## src/rtl/lab2_ctrl_pkg.sv

```systemverilog
// lab2_ctrl_pkg
// Shared definitions for the lab2 control unit: the FSM state encoding and
// the width of the STATE_Code output that mirrors it onto the board LEDs.
// The state codes are fixed because the LED decoding on the board depends
// on them. Codes 6 and 7 are never used.

package lab2_ctrl_pkg;

    localparam int STATE_W = 3;

    typedef enum logic [STATE_W-1:0] {
        S_INIT   = 3'd0,
        S_WAIT_A = 3'd1,
        S_LOAD_A = 3'd2,
        S_WAIT_B = 3'd3,
        S_LOAD_B = 3'd4,
        S_SHOW   = 3'd5
    } state_t;

endpackage

```

## src/rtl/lab2_button_debounce.sv

```systemverilog
// lab2_button_debounce
// Turns the raw, bouncing Enter push-button into a clean one-cycle press
// event.
//
// Ports:
//   CLK        system clock, rising edge
//   RESET      synchronous, active-high reset
//   btn_raw    raw asynchronous button level, high = pressed
//   press_evt  registered one-cycle pulse per accepted press (0->1 of the
//              debounced level)
//
// The debounced level resets to 1 (pressed), so a button held through reset
// must first be seen released before a new press can be reported.

module lab2_button_debounce #(
    parameter int DEBOUNCE_CYCLES = 16
) (
    input  logic CLK,
    input  logic RESET,
    input  logic btn_raw,
    output logic press_evt
);

    localparam int CNT_W = $clog2(DEBOUNCE_CYCLES + 1);
    localparam logic [CNT_W-1:0] CNT_LAST = CNT_W'(DEBOUNCE_CYCLES - 1);
    localparam logic [CNT_W-1:0] CNT_SAT  = CNT_W'(DEBOUNCE_CYCLES);

    logic             sync1_q, sync1_d;
    logic             sync2_q, sync2_d;
    logic [CNT_W-1:0] cnt_q, cnt_d;
    logic             stable_q, stable_d;
    logic             stable_prev_q, stable_prev_d;
    logic             press_evt_q, press_evt_d;

    // Synchroniser, debounce counter and one-shot next-state logic.
    // The counter only runs while the synchronised level disagrees with the
    // accepted level; the sample that would be the DEBOUNCE_CYCLES-th
    // disagreement flips the accepted level instead of counting further.
    // The edge detector compares against a delayed copy of the accepted
    // level so the press pulse itself comes out of a register.
    always_comb begin
        sync1_d       = btn_raw;
        sync2_d       = sync1_q;
        stable_d      = stable_q;
        cnt_d         = '0;
        stable_prev_d = stable_q;
        press_evt_d   = stable_q & ~stable_prev_q;

        if (sync2_q != stable_q) begin
            if (cnt_q == CNT_LAST) begin
                stable_d = sync2_q;
                cnt_d    = '0;
            end else if (cnt_q != CNT_SAT) begin
                cnt_d = cnt_q + CNT_W'(1);
            end else begin
                cnt_d = cnt_q;
            end
        end
    end

    // State registers; the accepted level and its delayed copy reset to
    // "pressed" so no event can come out of a button held through reset.
    always_ff @(posedge CLK) begin
        if (RESET) begin
            sync1_q       <= 1'b0;
            sync2_q       <= 1'b0;
            cnt_q         <= '0;
            stable_q      <= 1'b1;
            stable_prev_q <= 1'b1;
            press_evt_q   <= 1'b0;
        end else begin
            sync1_q       <= sync1_d;
            sync2_q       <= sync2_d;
            cnt_q         <= cnt_d;
            stable_q      <= stable_d;
            stable_prev_q <= stable_prev_d;
            press_evt_q   <= press_evt_d;
        end
    end

    assign press_evt = press_evt_q;

endmodule

```

## src/rtl/lab2_control_unit.sv

```systemverilog
// lab2_control_unit
// Control end of the lab2 add/display datapath. Each qualified Enter press
// advances the sequence clear -> load A -> load B -> show; while showing, the
// MS and LS display digits are strobed alternately every DISP_PERIOD cycles
// until the next press restarts from the clear.
//
// Ports:
//   CLK          system clock, rising edge
//   RESET        synchronous, active-high reset
//   BTN_Enter    raw bouncing push-button, high = pressed
//   CTRL_Init    one-cycle datapath clear strobe
//   CTRL_LoadA   one-cycle operand A capture strobe
//   CTRL_LoadB   one-cycle operand B capture strobe
//   CTRL_LoadMS  one-cycle MS display-digit strobe
//   CTRL_LoadLS  one-cycle LS display-digit strobe
//   STATE_Code   state encoding for the LEDs
//   BUSY         high while clearing or loading operands
//
// Every output is a register decoded from the current state, so the outputs
// trail the state register by one cycle and are glitch-free at the datapath.

module lab2_control_unit
    import lab2_ctrl_pkg::*;
#(
    parameter int DEBOUNCE_CYCLES = 16,
    parameter int DISP_PERIOD     = 8
) (
    input  logic               CLK,
    input  logic               RESET,
    input  logic               BTN_Enter,
    output logic               CTRL_Init,
    output logic               CTRL_LoadA,
    output logic               CTRL_LoadB,
    output logic               CTRL_LoadMS,
    output logic               CTRL_LoadLS,
    output logic [STATE_W-1:0] STATE_Code,
    output logic               BUSY
);

    localparam int DISP_W = $clog2(DISP_PERIOD);
    localparam logic [DISP_W-1:0] DISP_LAST = DISP_W'(DISP_PERIOD - 1);

    logic press_evt;

    state_t              state_q, state_d;
    logic [DISP_W-1:0]   disp_cnt_q, disp_cnt_d;
    logic                show_entry_q, show_entry_d;
    logic                next_ls_q, next_ls_d;

    logic                init_q, init_d;
    logic                load_a_q, load_a_d;
    logic                load_b_q, load_b_d;
    logic                load_ms_q, load_ms_d;
    logic                load_ls_q, load_ls_d;
    logic [STATE_W-1:0]  code_q, code_d;
    logic                busy_q, busy_d;

    lab2_button_debounce #(
        .DEBOUNCE_CYCLES(DEBOUNCE_CYCLES)
    ) u_debounce (
        .CLK      (CLK),
        .RESET    (RESET),
        .btn_raw  (BTN_Enter),
        .press_evt(press_evt)
    );

    // Next state, display counter and output decode.
    // show_entry marks the first cycle in S_SHOW so the MS digit is strobed
    // immediately and the counter restarts from 0; after that a strobe is
    // issued on every counter wrap, alternating digits via next_ls. A press
    // in S_SHOW takes priority over a wrap in the same cycle.
    always_comb begin
        state_d      = state_q;
        disp_cnt_d   = disp_cnt_q;
        show_entry_d = 1'b0;
        next_ls_d    = next_ls_q;
        init_d       = 1'b0;
        load_a_d     = 1'b0;
        load_b_d     = 1'b0;
        load_ms_d    = 1'b0;
        load_ls_d    = 1'b0;
        code_d       = state_q;
        busy_d       = 1'b0;

        case (state_q)
            S_INIT: begin
                init_d  = 1'b1;
                busy_d  = 1'b1;
                state_d = S_WAIT_A;
            end
            S_WAIT_A: begin
                if (press_evt) begin
                    state_d = S_LOAD_A;
                end
            end
            S_LOAD_A: begin
                load_a_d = 1'b1;
                busy_d   = 1'b1;
                state_d  = S_WAIT_B;
            end
            S_WAIT_B: begin
                if (press_evt) begin
                    state_d = S_LOAD_B;
                end
            end
            S_LOAD_B: begin
                load_b_d     = 1'b1;
                busy_d       = 1'b1;
                state_d      = S_SHOW;
                show_entry_d = 1'b1;
            end
            S_SHOW: begin
                if (press_evt) begin
                    state_d = S_INIT;
                end else if (show_entry_q) begin
                    load_ms_d  = 1'b1;
                    disp_cnt_d = '0;
                    next_ls_d  = 1'b1;
                end else if (disp_cnt_q == DISP_LAST) begin
                    disp_cnt_d = '0;
                    load_ls_d  = next_ls_q;
                    load_ms_d  = ~next_ls_q;
                    next_ls_d  = ~next_ls_q;
                end else begin
                    disp_cnt_d = disp_cnt_q + DISP_W'(1);
                end
            end
            default: begin
                state_d = S_INIT;
            end
        endcase
    end

    // State and output registers; reset parks the FSM in S_INIT with all
    // outputs low so the clear strobe appears right after reset release.
    always_ff @(posedge CLK) begin
        if (RESET) begin
            state_q      <= S_INIT;
            disp_cnt_q   <= '0;
            show_entry_q <= 1'b0;
            next_ls_q    <= 1'b0;
            init_q       <= 1'b0;
            load_a_q     <= 1'b0;
            load_b_q     <= 1'b0;
            load_ms_q    <= 1'b0;
            load_ls_q    <= 1'b0;
            code_q       <= '0;
            busy_q       <= 1'b0;
        end else begin
            state_q      <= state_d;
            disp_cnt_q   <= disp_cnt_d;
            show_entry_q <= show_entry_d;
            next_ls_q    <= next_ls_d;
            init_q       <= init_d;
            load_a_q     <= load_a_d;
            load_b_q     <= load_b_d;
            load_ms_q    <= load_ms_d;
            load_ls_q    <= load_ls_d;
            code_q       <= code_d;
            busy_q       <= busy_d;
        end
    end

    assign CTRL_Init   = init_q;
    assign CTRL_LoadA  = load_a_q;
    assign CTRL_LoadB  = load_b_q;
    assign CTRL_LoadMS = load_ms_q;
    assign CTRL_LoadLS = load_ls_q;
    assign STATE_Code  = code_q;
    assign BUSY        = busy_q;

endmodule

```

## config.mk

```make
export PLATFORM = sky130hd
export DESIGN_NAME = lab2_control_unit
export DESIGN_NICKNAME = d
export VERILOG_FILES = /design/src/rtl/lab2_ctrl_pkg.sv /design/src/rtl/lab2_button_debounce.sv /design/src/rtl/lab2_control_unit.sv
export SDC_FILE = /design/constraint.sdc
export NUM_CORES = 1
export LEC_CHECK = 0
export CAP_MARGIN = 25
export CORE_UTILIZATION = 47
export DETAILED_ROUTE_END_ITERATION = 8
export GPL_TIMING_DRIVEN = 0
export HOLD_SLACK_MARGIN = 0.1
export PLACE_DENSITY = 0.83
export SLEW_MARGIN = 30
export SYNTH_ARGS = -nofsm -noshare
export SYNTH_HDL_FRONTEND = slang
export SYNTH_SLANG_ARGS = --single-unit
```

## constraint.sdc

```tcl
create_clock -name CLK -period 1.5 [get_ports CLK]
set_clock_uncertainty 0.1 [all_clocks]
set_input_delay 0.15 -clock CLK [delete_from_list [all_inputs] [get_ports CLK]]
set_output_delay 0.15 -clock CLK [all_outputs]
set_load 0.01 [all_outputs]
```

; ---- Yosys cells after proc, flatten, opt, wreduce, memory -nomap -nowiden
; Cells that the tools add are included.
[word_totals]
reg_bits = 26
input_bits = 3
out_inout_bits = 9
elab_cells = 61
[op_classes]
n_addsub = 2
n_eq_ne = 12
muxes = 14
bitwise_logic = 7
n_reduce_logical = 10
[op_table]
columns = operator, count
row1 = 3-bit one-hot mux with 6 select lines, 1
row2 = 3-bit two-way mux, 5
row3 = 3-bit == test (second input constant), 3
row4 = 3-bit OR reduction, 3
row5 = 1-bit two-way mux, 8
row6 = 3-bit by 2-bit == test with 1-bit output (second input constant), 2
row7 = 2-bit by 1-bit inequality test with 1-bit output (second input constant), 3
row8 = 1-bit inverter, 6
row9 = 3-bit AND reduction, 2
row10 = 5-bit by 1-bit adder with 5-bit output (second input constant), 1
row11 = 5-bit by 4-bit == test with 1-bit output (second input constant), 1
row12 = 5-bit inequality test (second input constant), 1
row13 = 5-bit OR reduction, 1
row14 = 2-bit AND reduction, 2
row15 = 3-bit by 1-bit adder with 3-bit output (second input constant), 1
row16 = 3-bit by 1-bit == test with 1-bit output (second input constant), 1
row17 = 3-bit zero test, 1
row18 = 2-bit nonzero test, 1
row19 = 1-bit AND, 1
row20 = 1-bit inequality test, 1

; ---- Depth between registers and ports, before layout
[logic_depth]
depth_word = 3
depth_mapped = 5
mapped_depth_nobuf = 5

; ---- By module
; From an unflattened synthesis, not the netlist that was laid out.
[hier_totals]
hier_cells = 93
area_unflattened_um2 = 1004.7
[modules_own_cells]
columns = mod, instances, cells_each, area_per_inst_um2, seq_area_each_um2
row1 = lab2_control_unit, 1, 56, 604.3, 320.3
row2 = lab2_button_debounce, 1, 37, 400.4, 200.2

; ---- Worst setup path after synthesis
; Ideal clock, no wire load.
[synth_timing]
path_type = register to register
startpoint = reg u_debounce.cnt_q[0]
endpoint = reg u_debounce.cnt_q[2]
setup_ps = 78
arrival_ps = 1460
required_ps = 1322
setup_slack_ps = -138
stages_incl_launch_ff = 6
path_buffers = 0
synth_period_minus_slack_ps = 1638
cell_sequence = dfxtp_1 ha_1 and3_1 ha_1 or3_4 nor3_1
[synth_between]
elab_chain_len = 2
word_cells_on_any_way = 4
cone_classes = add/sub: 1 / eq/ne: 2 / reduce/logical: 1
[synth_rtl]
columns = element, line_no
row1 = start: declaration, lab2_button_debounce.sv:30  ; logic [CNT_W-1:0] cnt_q, cnt_d;
row2 = start signal: assignment, lab2_button_debounce.sv:74  ; cnt_q <= cnt_d;
row3 = "parallel branches: the longest is 2 deep, another holds 5-bit by 1-bit adder with 5-bit output", -
; Several ways; the timed one is not identified.
; A chain may end at the register's enable or synchronous reset.

; ---- Final worst setup path
; Same ends and word-level chain as after synthesis.

==> results.md <==
- Outcome: complete, no violations
- RSZ-0062 raised after global routing: yes
- Htree depth: 1
- Mux contribution to synthesized area: 0.0201
- Routed Antenna Nets: 0
- Final worst-path cycle share: 0.996
- Vias in the first global route: 624
- Post-synthesis async set-or-reset flop share: 0
- Synth Area in Adders: 0.0627
- Simple-Gate Fraction of Synth Area: 0.241
- CP max FO: 5
- Slew @ Worst Pin: 0.443 ns
- Filler instances: 157
- Met3 usage: 0.0340
- Worst Hold Class: input pin to flip-flop
- Drt pass-1 iters: 4
- Routability cong.: 0.697
- Mean Syn Cell Area: 10.7 um^2
- Synthesized cell area: 997 um^2
- Power Density: 895 nW/um^2
- Hold Vio Cnt, Final: 0
- CP required: 1.65 ns
- Global-route wire length before repair: 2540 um
- Met1 Usage GRT: 0.190
- Final-report setup violation count: 0
- DP Cell Count: 131
- Grt total ovfl: 0
- Drt drc: 0
- Setup crit end kind: flip-flop
- Slew Limit Headroom: 0.705
- Share of cells above drive strength 1: 0.252
- N_diodes: 0
- Vias per cell: 5.00
- HPWL after DPL: 1220 um
- Clk slew on worst S/H paths: 0.13 ns
- Worst-Skew Late Latency: 0.31 ns
- Mapped Nets: 101
- Cell Count, Final, Fillers Out: 138
- TritonCTS clock tree: done
- NumNets Final: 120
- FF+latch area: 528 um^2
- Largest net degree at the start of global routing: 15
- Commonest non-fill, non-tap cells in the layout: dfxtp_1, clkdlybuf4s50_1, nor2b_1, inv_1
- Crit path DAT: 1.64 ns
- Maximum vdd drop: 654 uV
- Commonest non-fill, non-tap cell in the layout: dfxtp_1
- CTS sink count: 26
- Minimum clock period: 1.49 ns
- Synth Area in Compound Gates: 0.0552
- Synth unique cells: 31
- # port buffers: 11
- Ys Warns: 0
- Core Area: 1980 um^2
- Critical path type: flip-flop to flip-flop
- Syn-to-layout area delta: 26.1%
- Lkg Pwr: 0.480 nW
- CTS buffer count: 3
- Most Crowded Layer GR: met2
- Die area: 2310 um^2
- Max Slew Vio Count: 0
- Sequential-to-total area share from yosys stat: 0.522
- M2 GR Usage: 0.292
- Largest family of logic cells by synthesized area: simple AND/OR/NAND/NOR gates
- Avg WL per Cell: 12.3 um
- Post-synth EDFFs: 0
- Initial antenna violation count: 0
- Hold_buf cts: 0
- DRC violation total after the first TritonRoute iteration: 7
- GRT Util Overall: 0.164
- Clock buffer depth: 2
- Root Buffer: clkbuf_4
- Die width: 48.1 um
- Fraction of synthesized cell area in xor and xnor cells: 0.0439
- Yosys reg bits: 26
- Most used DFF post-synth: dfxtp_1
- Max-Cap Viols: 0
- Setup TNS: 0 ns
- Vias: 690
- Die height: 48.1 um
- Ports: 12
- F_max: 670 MHz
- Row count: 16
- WL final: 1700 um
- Multi-input logic area: 469 um^2
- Syn Inst Count: 93
- Starting Density: 0.503
- CP startpoint kind: flip-flop
[stage by stage]
stage	cell area [um^2]	hold slack [ns]	power [mW]	setup WS, ns	util
floorplan	1010	0.122	0.767	0.00300	-
global placement	1150	0.274	0.789	-0.0437	0.581
detailed placement	1150	0.298	0.792	-0.0731	0.581
CTS	1230	0.281	1.14	-0.00424	0.622
global route	1260	0.276	1.18	-0.0243	0.634
finish	1260	0.291	1.12	0.00673	0.634
[flip-flops by register name, indices dropped and copies added, names as in the netlist, 3 cells and up]
signal	count
u_debounce.cnt_q	5
STATE_Code	3
disp_cnt_q	3
code_d	3
[cells by family (layout without fill, tap and decap cells)]
family	count (synthesis)	in the layout
adder cells (fa/ha/maj)	5	5
multiplexers	2	2
AO/OA/AOI/OAI	9	9
buffers and inverters	10	28
AND/OR/NAND/NOR	36	36
flip-flops	26	26
XOR/XNOR	5	5
[worst max-delay path, stage by stage, from the launching register on]
cell	delay [ns]
dfxtp_2	0.37
ha_4	0.15
and3_4	0.18
ha_4	0.15
or3_4	0.37
nor3_2	0.11
[final cells by class]
class                      instances  share of cell area
inverter                           4              0.0119
buffer                             6              0.0318
tap                               27              0.0269
sequential                        26               0.420
timing repair buffer              14               0.107
clock buffer                       4              0.0289
multi-input combinational         57               0.373
[repair_timing]
item / CTS / global route
pin swaps: 3 / 1
resized for setup: 8 / 5
setup buffers: 1 / 2
setup endpoints to repair: 6 / 7
[cell usage after synthesis (3+ instances only)]
cell type / number / area (um^2)
nor2b_1: 7 / 43.8
inv_1: 4 / 15.0
ha_1: 5 / 62.6
dfxtp_1: 26 / 521
a21oi_1: 5 / 25.0
nor2_1: 5 / 18.8
nand3b_1: 3 / 22.5
xnor2_1: 3 / 26.3
nor3_1: 4 / 20.0
[metal layers]
layer / share of wire / routed length [um]
met5: 0 / 0
met4: 0.0076 / 13
met3: 0.035 / 59
met2: 0.51 / 867
met1: 0.45 / 759
[final timing paths]
kind,startpoint,endpoint,slack [ns],cells after the start
hold reg to reg,u_debounce.stable_prev_q,u_debounce.press_evt,0.30,1
hold / removal,BTN_Enter,u_debounce.sync1_q,0.29,2
setup reg to reg,u_debounce.cnt_q[0],u_debounce.cnt_q[2],0.007,5
setup / recovery,u_debounce.cnt_q[0],u_debounce.cnt_q[2],0.007,5
[where the power goes]
part | switching, mW | leakage, nW | internal, mW
sequential | 0.00983 | 0.214 | 0.705
clock | 0.189 | 0.0210 | 0.148
combinational | 0.0359 | 0.245 | 0.0372
total | 0.235 | 0.480 | 0.890
No activity file was read; power rests on OpenSTA's default activity.
